File: config.mk
export PLATFORM = sky130hd
export DESIGN_NAME = conv_window_sequencer_flat
export DESIGN_NICKNAME = d
export VERILOG_FILES = /design/src/rtl/conv_window_sequencer_if.sv /design/src/rtl/conv_window_sequencer.sv /design/src/flat_wrapper.sv
export SDC_FILE = /design/constraint.sdc
export NUM_CORES = 1
export LEC_CHECK = 0
export ABC_CLOCK_PERIOD_IN_PS = 13350
export CAP_MARGIN = 15
export CORE_ASPECT_RATIO = 0.7
export CORE_UTILIZATION = 45
export DETAILED_ROUTE_END_ITERATION = 10
export PLACE_DENSITY = 0.82
export SLEW_MARGIN = 10
export SYNTH_ARGS = -nofsm -noshare
export SYNTH_HDL_FRONTEND = slang
export SYNTH_SLANG_ARGS = --single-unit
export TNS_END_PERCENT = 10
File: constraint.sdc
create_clock -name clk -period 13.35 [get_ports clk]
set_clock_uncertainty 0.2 [all_clocks]
set_input_delay 3.3375 -clock clk [delete_from_list [all_inputs] [get_ports clk]]
set_output_delay 3.3375 -clock clk [all_outputs]
set_load 0.01 [all_outputs]
File: src/rtl/conv_window_sequencer_if.sv
// Bundles every non-clock, non-reset signal of the 3x3 window sequencer:
// frame control, pixel RAM read port, convolution unit port and the
// result stream. The sequencer uses the master view; whatever surrounds
// it (RAM, convolution unit, consumer) uses the slave view.
interface conv_window_sequencer_if #(
    parameter int ADDR_W = 6,
    parameter int OUT_AW = 6
);
    // Frame control
    logic              start;
    logic [71:0]       kernel_in;
    logic              busy;
    logic              done;

    // Pixel RAM read port (1-cycle read latency)
    logic              pix_rd_en;
    logic [ADDR_W-1:0] pix_addr;
    logic [7:0]        pix_data;

    // Convolution unit port
    logic [71:0]       conv_image;
    logic [71:0]       conv_kernel;
    logic [15:0]       conv_result;

    // Result stream
    logic              out_valid;
    logic              out_ready;
    logic [15:0]       out_data;
    logic [OUT_AW-1:0] out_addr;

    modport master (
        input  start, kernel_in, pix_data, conv_result, out_ready,
        output busy, done, pix_rd_en, pix_addr, conv_image, conv_kernel,
               out_valid, out_data, out_addr
    );

    modport slave (
        output start, kernel_in, pix_data, conv_result, out_ready,
        input  busy, done, pix_rd_en, pix_addr, conv_image, conv_kernel,
               out_valid, out_data, out_addr
    );
endinterface

File: src/rtl/conv_window_sequencer.sv
// Walks a 3x3 window over an IMG_W x IMG_H 8-bit feature map (valid
// windows only, row-major). For each window it reads the nine pixels from
// a 1-cycle-latency RAM, holds the assembled window and the frame's kernel
// steady on the convolution unit for its pipeline latency, captures the
// 16-bit result and offers it on a valid/ready stream with its linear
// output index. All outputs are registered.
module conv_window_sequencer #(
    parameter int IMG_W    = 8,
    parameter int IMG_H    = 8,
    parameter int ADDR_W   = 6,
    parameter int OUT_AW   = 6,
    parameter int CONV_LAT = 2
) (
    input  logic                    clk,
    input  logic                    rst,
    conv_window_sequencer_if.master bus
);

    // Wait counter must reach CONV_LAT, so it needs one spare code.
    localparam int                WCW       = $clog2(CONV_LAT + 2);
    localparam logic [ADDR_W-1:0] LAST_COL  = ADDR_W'(IMG_W - 3);
    localparam logic [ADDR_W-1:0] LAST_ROW  = ADDR_W'(IMG_H - 3);
    localparam logic [ADDR_W-1:0] ROW_PITCH = ADDR_W'(IMG_W);
    localparam logic [WCW-1:0]    WAIT_LAST = WCW'(CONV_LAT);
    localparam logic [3:0]        LAST_TAP  = 4'd8;

    typedef enum logic [2:0] {
        S_IDLE,
        S_FETCH,
        S_DRAIN,
        S_WAIT,
        S_WRITE,
        S_DONE
    } state_t;

    state_t            state;
    logic [ADDR_W-1:0] row;
    logic [ADDR_W-1:0] col;
    logic [3:0]        tap;
    logic [WCW-1:0]    wait_cnt;

    logic              last_col;
    logic              last_row;
    logic [ADDR_W-1:0] next_row;
    logic [ADDR_W-1:0] next_col;

    // Tap k of the window anchored at (r,c) sits at row r+k/3, column
    // c+k%3; the address wraps at ADDR_W bits like the rest of the math.
    function automatic logic [ADDR_W-1:0] tap_addr(
        input logic [ADDR_W-1:0] r,
        input logic [ADDR_W-1:0] c,
        input logic [3:0]        k
    );
        logic [3:0] dr;
        logic [3:0] dc;
        dr = k / 4'd3;
        dc = k % 4'd3;
        return (r + ADDR_W'(dr)) * ROW_PITCH + c + ADDR_W'(dc);
    endfunction

    // Position of the next window in row-major order over valid anchors.
    always_comb begin
        last_col = (col == LAST_COL);
        last_row = (row == LAST_ROW);
        next_col = last_col ? '0 : col + ADDR_W'(1);
        next_row = last_col ? row + ADDR_W'(1) : row;
    end

    // Frame sequencer: fetch nine taps, drain the RAM pipeline, wait out
    // the convolution latency, then hold the result until it is taken.
    always_ff @(posedge clk or posedge rst) begin
        if (rst) begin
            state           <= S_IDLE;
            row             <= '0;
            col             <= '0;
            tap             <= '0;
            wait_cnt        <= '0;
            bus.busy        <= 1'b0;
            bus.done        <= 1'b0;
            bus.pix_rd_en   <= 1'b0;
            bus.pix_addr    <= '0;
            bus.conv_image  <= '0;
            bus.conv_kernel <= '0;
            bus.out_valid   <= 1'b0;
            bus.out_data    <= '0;
            bus.out_addr    <= '0;
        end else begin
            case (state)
                S_IDLE: begin
                    if (bus.start) begin
                        bus.conv_kernel <= bus.kernel_in;
                        row             <= '0;
                        col             <= '0;
                        tap             <= '0;
                        bus.busy        <= 1'b1;
                        bus.out_addr    <= '0;
                        bus.pix_rd_en   <= 1'b1;
                        bus.pix_addr    <= tap_addr('0, '0, 4'd0);
                        state           <= S_FETCH;
                    end
                end

                S_FETCH: begin
                    // Data for the previous tap arrives this cycle.
                    if (tap != 4'd0) begin
                        bus.conv_image <= {bus.conv_image[63:0], bus.pix_data};
                    end
                    if (tap == LAST_TAP) begin
                        bus.pix_rd_en <= 1'b0;
                        state         <= S_DRAIN;
                    end else begin
                        tap          <= tap + 4'd1;
                        bus.pix_addr <= tap_addr(row, col, tap + 4'd1);
                    end
                end

                S_DRAIN: begin
                    bus.conv_image <= {bus.conv_image[63:0], bus.pix_data};
                    wait_cnt       <= '0;
                    state          <= S_WAIT;
                end

                S_WAIT: begin
                    if (wait_cnt == WAIT_LAST) begin
                        bus.out_data  <= bus.conv_result;
                        bus.out_valid <= 1'b1;
                        state         <= S_WRITE;
                    end else begin
                        wait_cnt <= wait_cnt + WCW'(1);
                    end
                end

                S_WRITE: begin
                    if (bus.out_ready) begin
                        bus.out_valid <= 1'b0;
                        if (last_col && last_row) begin
                            bus.done <= 1'b1;
                            state    <= S_DONE;
                        end else begin
                            bus.out_addr  <= bus.out_addr + OUT_AW'(1);
                            row           <= next_row;
                            col           <= next_col;
                            tap           <= '0;
                            bus.pix_rd_en <= 1'b1;
                            bus.pix_addr  <= tap_addr(next_row, next_col, 4'd0);
                            state         <= S_FETCH;
                        end
                    end
                end

                S_DONE: begin
                    bus.done <= 1'b0;
                    bus.busy <= 1'b0;
                    state    <= S_IDLE;
                end

                default: begin
                    state <= S_IDLE;
                end
            endcase
        end
    end

endmodule

File: src/flat_wrapper.sv
// flat-port wrapper written by rule: the top's interface ports become plain ports
module conv_window_sequencer_flat 
#(
    parameter int IMG_W    = 8,
    parameter int IMG_H    = 8,
    parameter int ADDR_W   = 6,
    parameter int OUT_AW   = 6,
    parameter int CONV_LAT = 2
)
  (clk, rst, bus_start, bus_kernel_in, bus_pix_data, bus_conv_result, bus_out_ready, bus_busy, bus_done, bus_pix_rd_en, bus_pix_addr, bus_conv_image, bus_conv_kernel, bus_out_valid, bus_out_data, bus_out_addr);
  conv_window_sequencer_if #(.ADDR_W(ADDR_W), .OUT_AW(OUT_AW)) bus_i ();
  input  logic clk;
  input  logic rst;
  input wire logic [$bits(bus_i.start)-1:0] bus_start;
  input wire logic [$bits(bus_i.kernel_in)-1:0] bus_kernel_in;
  input wire logic [$bits(bus_i.pix_data)-1:0] bus_pix_data;
  input wire logic [$bits(bus_i.conv_result)-1:0] bus_conv_result;
  input wire logic [$bits(bus_i.out_ready)-1:0] bus_out_ready;
  output wire logic [$bits(bus_i.busy)-1:0] bus_busy;
  output wire logic [$bits(bus_i.done)-1:0] bus_done;
  output wire logic [$bits(bus_i.pix_rd_en)-1:0] bus_pix_rd_en;
  output wire logic [$bits(bus_i.pix_addr)-1:0] bus_pix_addr;
  output wire logic [$bits(bus_i.conv_image)-1:0] bus_conv_image;
  output wire logic [$bits(bus_i.conv_kernel)-1:0] bus_conv_kernel;
  output wire logic [$bits(bus_i.out_valid)-1:0] bus_out_valid;
  output wire logic [$bits(bus_i.out_data)-1:0] bus_out_data;
  output wire logic [$bits(bus_i.out_addr)-1:0] bus_out_addr;
  assign bus_i.start = bus_start;
  assign bus_i.kernel_in = bus_kernel_in;
  assign bus_i.pix_data = bus_pix_data;
  assign bus_i.conv_result = bus_conv_result;
  assign bus_i.out_ready = bus_out_ready;
  assign bus_busy = bus_i.busy;
  assign bus_done = bus_i.done;
  assign bus_pix_rd_en = bus_i.pix_rd_en;
  assign bus_pix_addr = bus_i.pix_addr;
  assign bus_conv_image = bus_i.conv_image;
  assign bus_conv_kernel = bus_i.conv_kernel;
  assign bus_out_valid = bus_i.out_valid;
  assign bus_out_data = bus_i.out_data;
  assign bus_out_addr = bus_i.out_addr;
  conv_window_sequencer #(.IMG_W(IMG_W), .IMG_H(IMG_H), .ADDR_W(ADDR_W), .OUT_AW(OUT_AW), .CONV_LAT(CONV_LAT)) u_core (.clk(clk), .rst(rst), .bus(bus_i));
endmodule
==> impl_metrics.csv <==
group,metric,value,unit
status,outcome,"completed",
timing,hold_viol_final,0,
die,num_rows,41,
critical_path,r2r_cells,21,
timing,fin_ws,8.08,ns
die,die_y,118,um
critical_path,crit_buf_inv,2,
cts,cts_buffer_depth,2,
yosys,synth_top_area_share,0.571,
place,hpwl,15600,um
layout,drive_gt1_frac,0.135,
yosys,synth_mux_area_frac,0.129,
yosys,syn-num-nets,917,
yosys,ys_seq_elements,197,
critical_path,cp_max_fo,15,
yosys,synthArstFlopShare,1.00,
cts,numCtsBuffers,17,
die,die_w,168,um
yosys,syn_avg_cell_area,10.9,um2
cts,cts-hold-fix-buffers,0,
yosys,synth_xor_area_frac,0.0152,
yosys,syn_inst,791,
min_path,holdPathStages,2,
place,pre_cts_ws,7.71,ns
yosys,synth_top_family_by_area,"simple AND/OR/NAND/NOR gates",
yosys,synth_most_common_cell,"nand2_1",
power_and_ir_drop,peakVddDrop,0.177,mV
global_routing,grt_max_degree,137,
die,core_area,18400,um2
die,io_pins,276,
cts,clk_transition_reported_paths,0.08,ns
layout,area.growth.synth_to_final,41.2,%
global_routing,grt-ovfl-total,0,
cts,post_cts_buffers,0,
yosys,netlist_area,8630,um2
critical_path,crit_chain,"ha_1, nand2b_1, o32ai_2, ha_1, inv_1, ha_1, o31a_1, and3_1, nor2_1, ha_1, inv_1, o2111ai_1, mux2_2, ha_1, ha_1, fa_1, a21o_1, a21oi_1, xnor2_1, xnor2_1, o211ai_1",
cts,htreeDepth,4,
run,drv_cap,0,
timing,rsz0062_at_grt,"false",
critical_path,cp_num_cells,21,
place,place.gp.congestion,0.855,
cts,cts_tree,"built",
routing,drtAntennaViolNets,0,
yosys,synth_top_cells_by_count,"nand2_1, dfrtp_1, mux2_2",
critical_path,critPathArrivalTime,5.38,ns
global_routing,grt_pass1_wl,35300,um
layout,num-nets-final,1178,
yosys,yosys.area.top_type,"dfrtp_1",
routing,drt-vias-per-instance,5.13,
critical_path,max_stage_delay,0.55,ns
timing,setup_violations,0,
global_routing,antenna_found_initial,1,
critical_path,critical_path_class,"reg -> reg",
routing,wl_per_cell,16.9,um
timing,slew_violations,0,
yosys,synth_cell_types,53,
critical_path,critPathSlowestCell,"dfrtp_1",
power_and_ir_drop,power-per-cell-area,261,nW/um2
layout,fill_cells,1402,
cts,root_buffer,"clkbuf_16",
routing,drt_pass1_iterations,5,
yosys,synth_compound_area_frac,0.0644,
routing,num_vias,6673,
yosys,synth_edf_count,0,
cts,post_cts_resized,0,
yosys,synthFlopType,"dfrtp_1",
routing,drt_iter0_drc,479,
min_path,hold_class,"reg -> reg",
cts,insertion_delay,0.43,ns
critical_path,end_kind,"register",
yosys,yosys_warnings,0,
yosys,synthAdderAreaFrac,0.0412,
critical_path,required,13.46,ns
timing,tns,0,ns
yosys,seq_area_frac_synth,0.571,
routing,drcViolationCount,0,
critical_path,cp_common_cell,"ha_1",
cts,clock-sinks,197,
yosys,yosys-top-cells-area,"dfrtp_1, mux2_2, nand2_1, ha_1, a21oi_1",
timing,clock.fmax,190,MHz
power_and_ir_drop,total_power,3180,uW
power_and_ir_drop,leakage,0.00552,uW
global_routing,track_usage,0.230,
timing,worst_pin_slew,0.951,ns
timing,period_share,0.395,
yosys,synthSimpleGateAreaFrac,0.151,
routing,routed_wirelength,22100,um
critical_path,start_kind,"register",
timing,min_period,5.27,ns
place,port_buffers,275,
die,dieArea,19700,um2
global_routing,grt_pass1_vias,6529,
timing,relSlewSlack,0.366,
die,initial_core_util,0.470,
critical_path,crit_family,"adder cells",
## per-layer routing
| metal | global-route usage | wire [um] | share of wire |
|---|---|---|---|
| met1 | 0.301 | 9660 | 0.44 |
| met3 | 0.0720 | 1830 | 0.083 |
| met2 | 0.364 | 10300 | 0.47 |
| met4 | 0.0728 | 307 | 0.014 |
| met5 | 0 | 0 | 0 |
## power breakdown
| group | switching, uW | internal [uW] |
|---|---|---|
| clock network | 248 | 266 |
| logic | 711 | 892 |
| registers | 192 | 872 |
| total | 1150 | 2030 |
## sequential cells by signal, summed over array words and instances, names as in the netlist, 2 cells and up
register                cells
u_core.row                  6
u_core.bus.pix_addr         6
u_core.wait_cnt             2
u_core.bus.out_addr         6
u_core.bus.conv_image      72
u_core.bus.out_data        16
u_core.bus.conv_kernel     72
u_core.col                  6
u_core.state                3
u_core.tap                  4
## stage by stage
stage	std cells	hold WS [ns]	instance area, um2	utilization
finish	1302	0.277	12200	0.663
global route	1302	0.303	12200	0.663
CTS	1301	0.280	12200	0.663
detailed placement	1269	0.262	11600	0.631
global placement	1269	0.257	11600	0.631
floorplan	791	0.300	8630	-
## cells in the final DEF (no fill, tap or decap), types with 4 or more instances in the layout
cell type          n
mux2i_1            4
inv_1             19
nand2_1          242
o21ai_0           21
dfrtp_1          197
o31ai_1            7
a21oi_1           22
nor2_1            19
clkdlybuf4s50_1  275
or4_1              4
fa_1               4
xnor2_1           12
ha_1              22
buf_4              6
mux2_2            95
nand4_1            5
clkbuf_16         17
nand3_1            7
nand2b_1           5
clkinv_4           4
## layout make-up
type                       count  area [um2]  share of cell area
sequential                   197        4930               0.405
multi-input combinational    534        3480               0.285
timing repair buffer         281        2800               0.230
clock buffer                  17         425              0.0349
tap                          236         295              0.0242
clock inverter                15         169              0.0139
inverter                      21        86.3             0.00709
antenna                        1        2.50            0.000205
## cell families (layout without fill, tap and decap cells)
kind of cell    Yosys count  after routing
simple gates            309            309
flops                   197            197
mux                      99             99
compound gates           85             85
buf+inv                  60            334
fa+ha+maj                26             26
xor+xnor                 15             15
other cells               0              1
## final timing paths
path                                                        start                                     end  slack, ns
setup / recovery                        u_core.tap[0]$_DFFE_PP0P_      u_core.bus.pix_addr[5]$_DFFE_PP0P_       8.08
hold / removal             u_core.bus.conv_kernel[44]$_DFFE_PP0P_  u_core.bus.conv_kernel[44]$_DFFE_PP0P_       0.28
setup reg to reg                        u_core.tap[0]$_DFFE_PP0P_      u_core.bus.pix_addr[5]$_DFFE_PP0P_       8.08
hold reg to reg            u_core.bus.conv_kernel[44]$_DFFE_PP0P_  u_core.bus.conv_kernel[44]$_DFFE_PP0P_       0.28
max in group asynchronous                                     rst   u_core.bus.conv_image[60]$_DFFE_PP0P_       8.24
min in group asynchronous                                     rst      u_core.bus.out_addr[5]$_DFFE_PP0P_       3.27
## tightest hold or removal path, stage by stage (launching register included)
cell and delay [ns]:
dfrtp_1 0.34, nand2_1 0.05, nand2_1 0.06
Note: power is estimated with default switching activity, not from simulation.
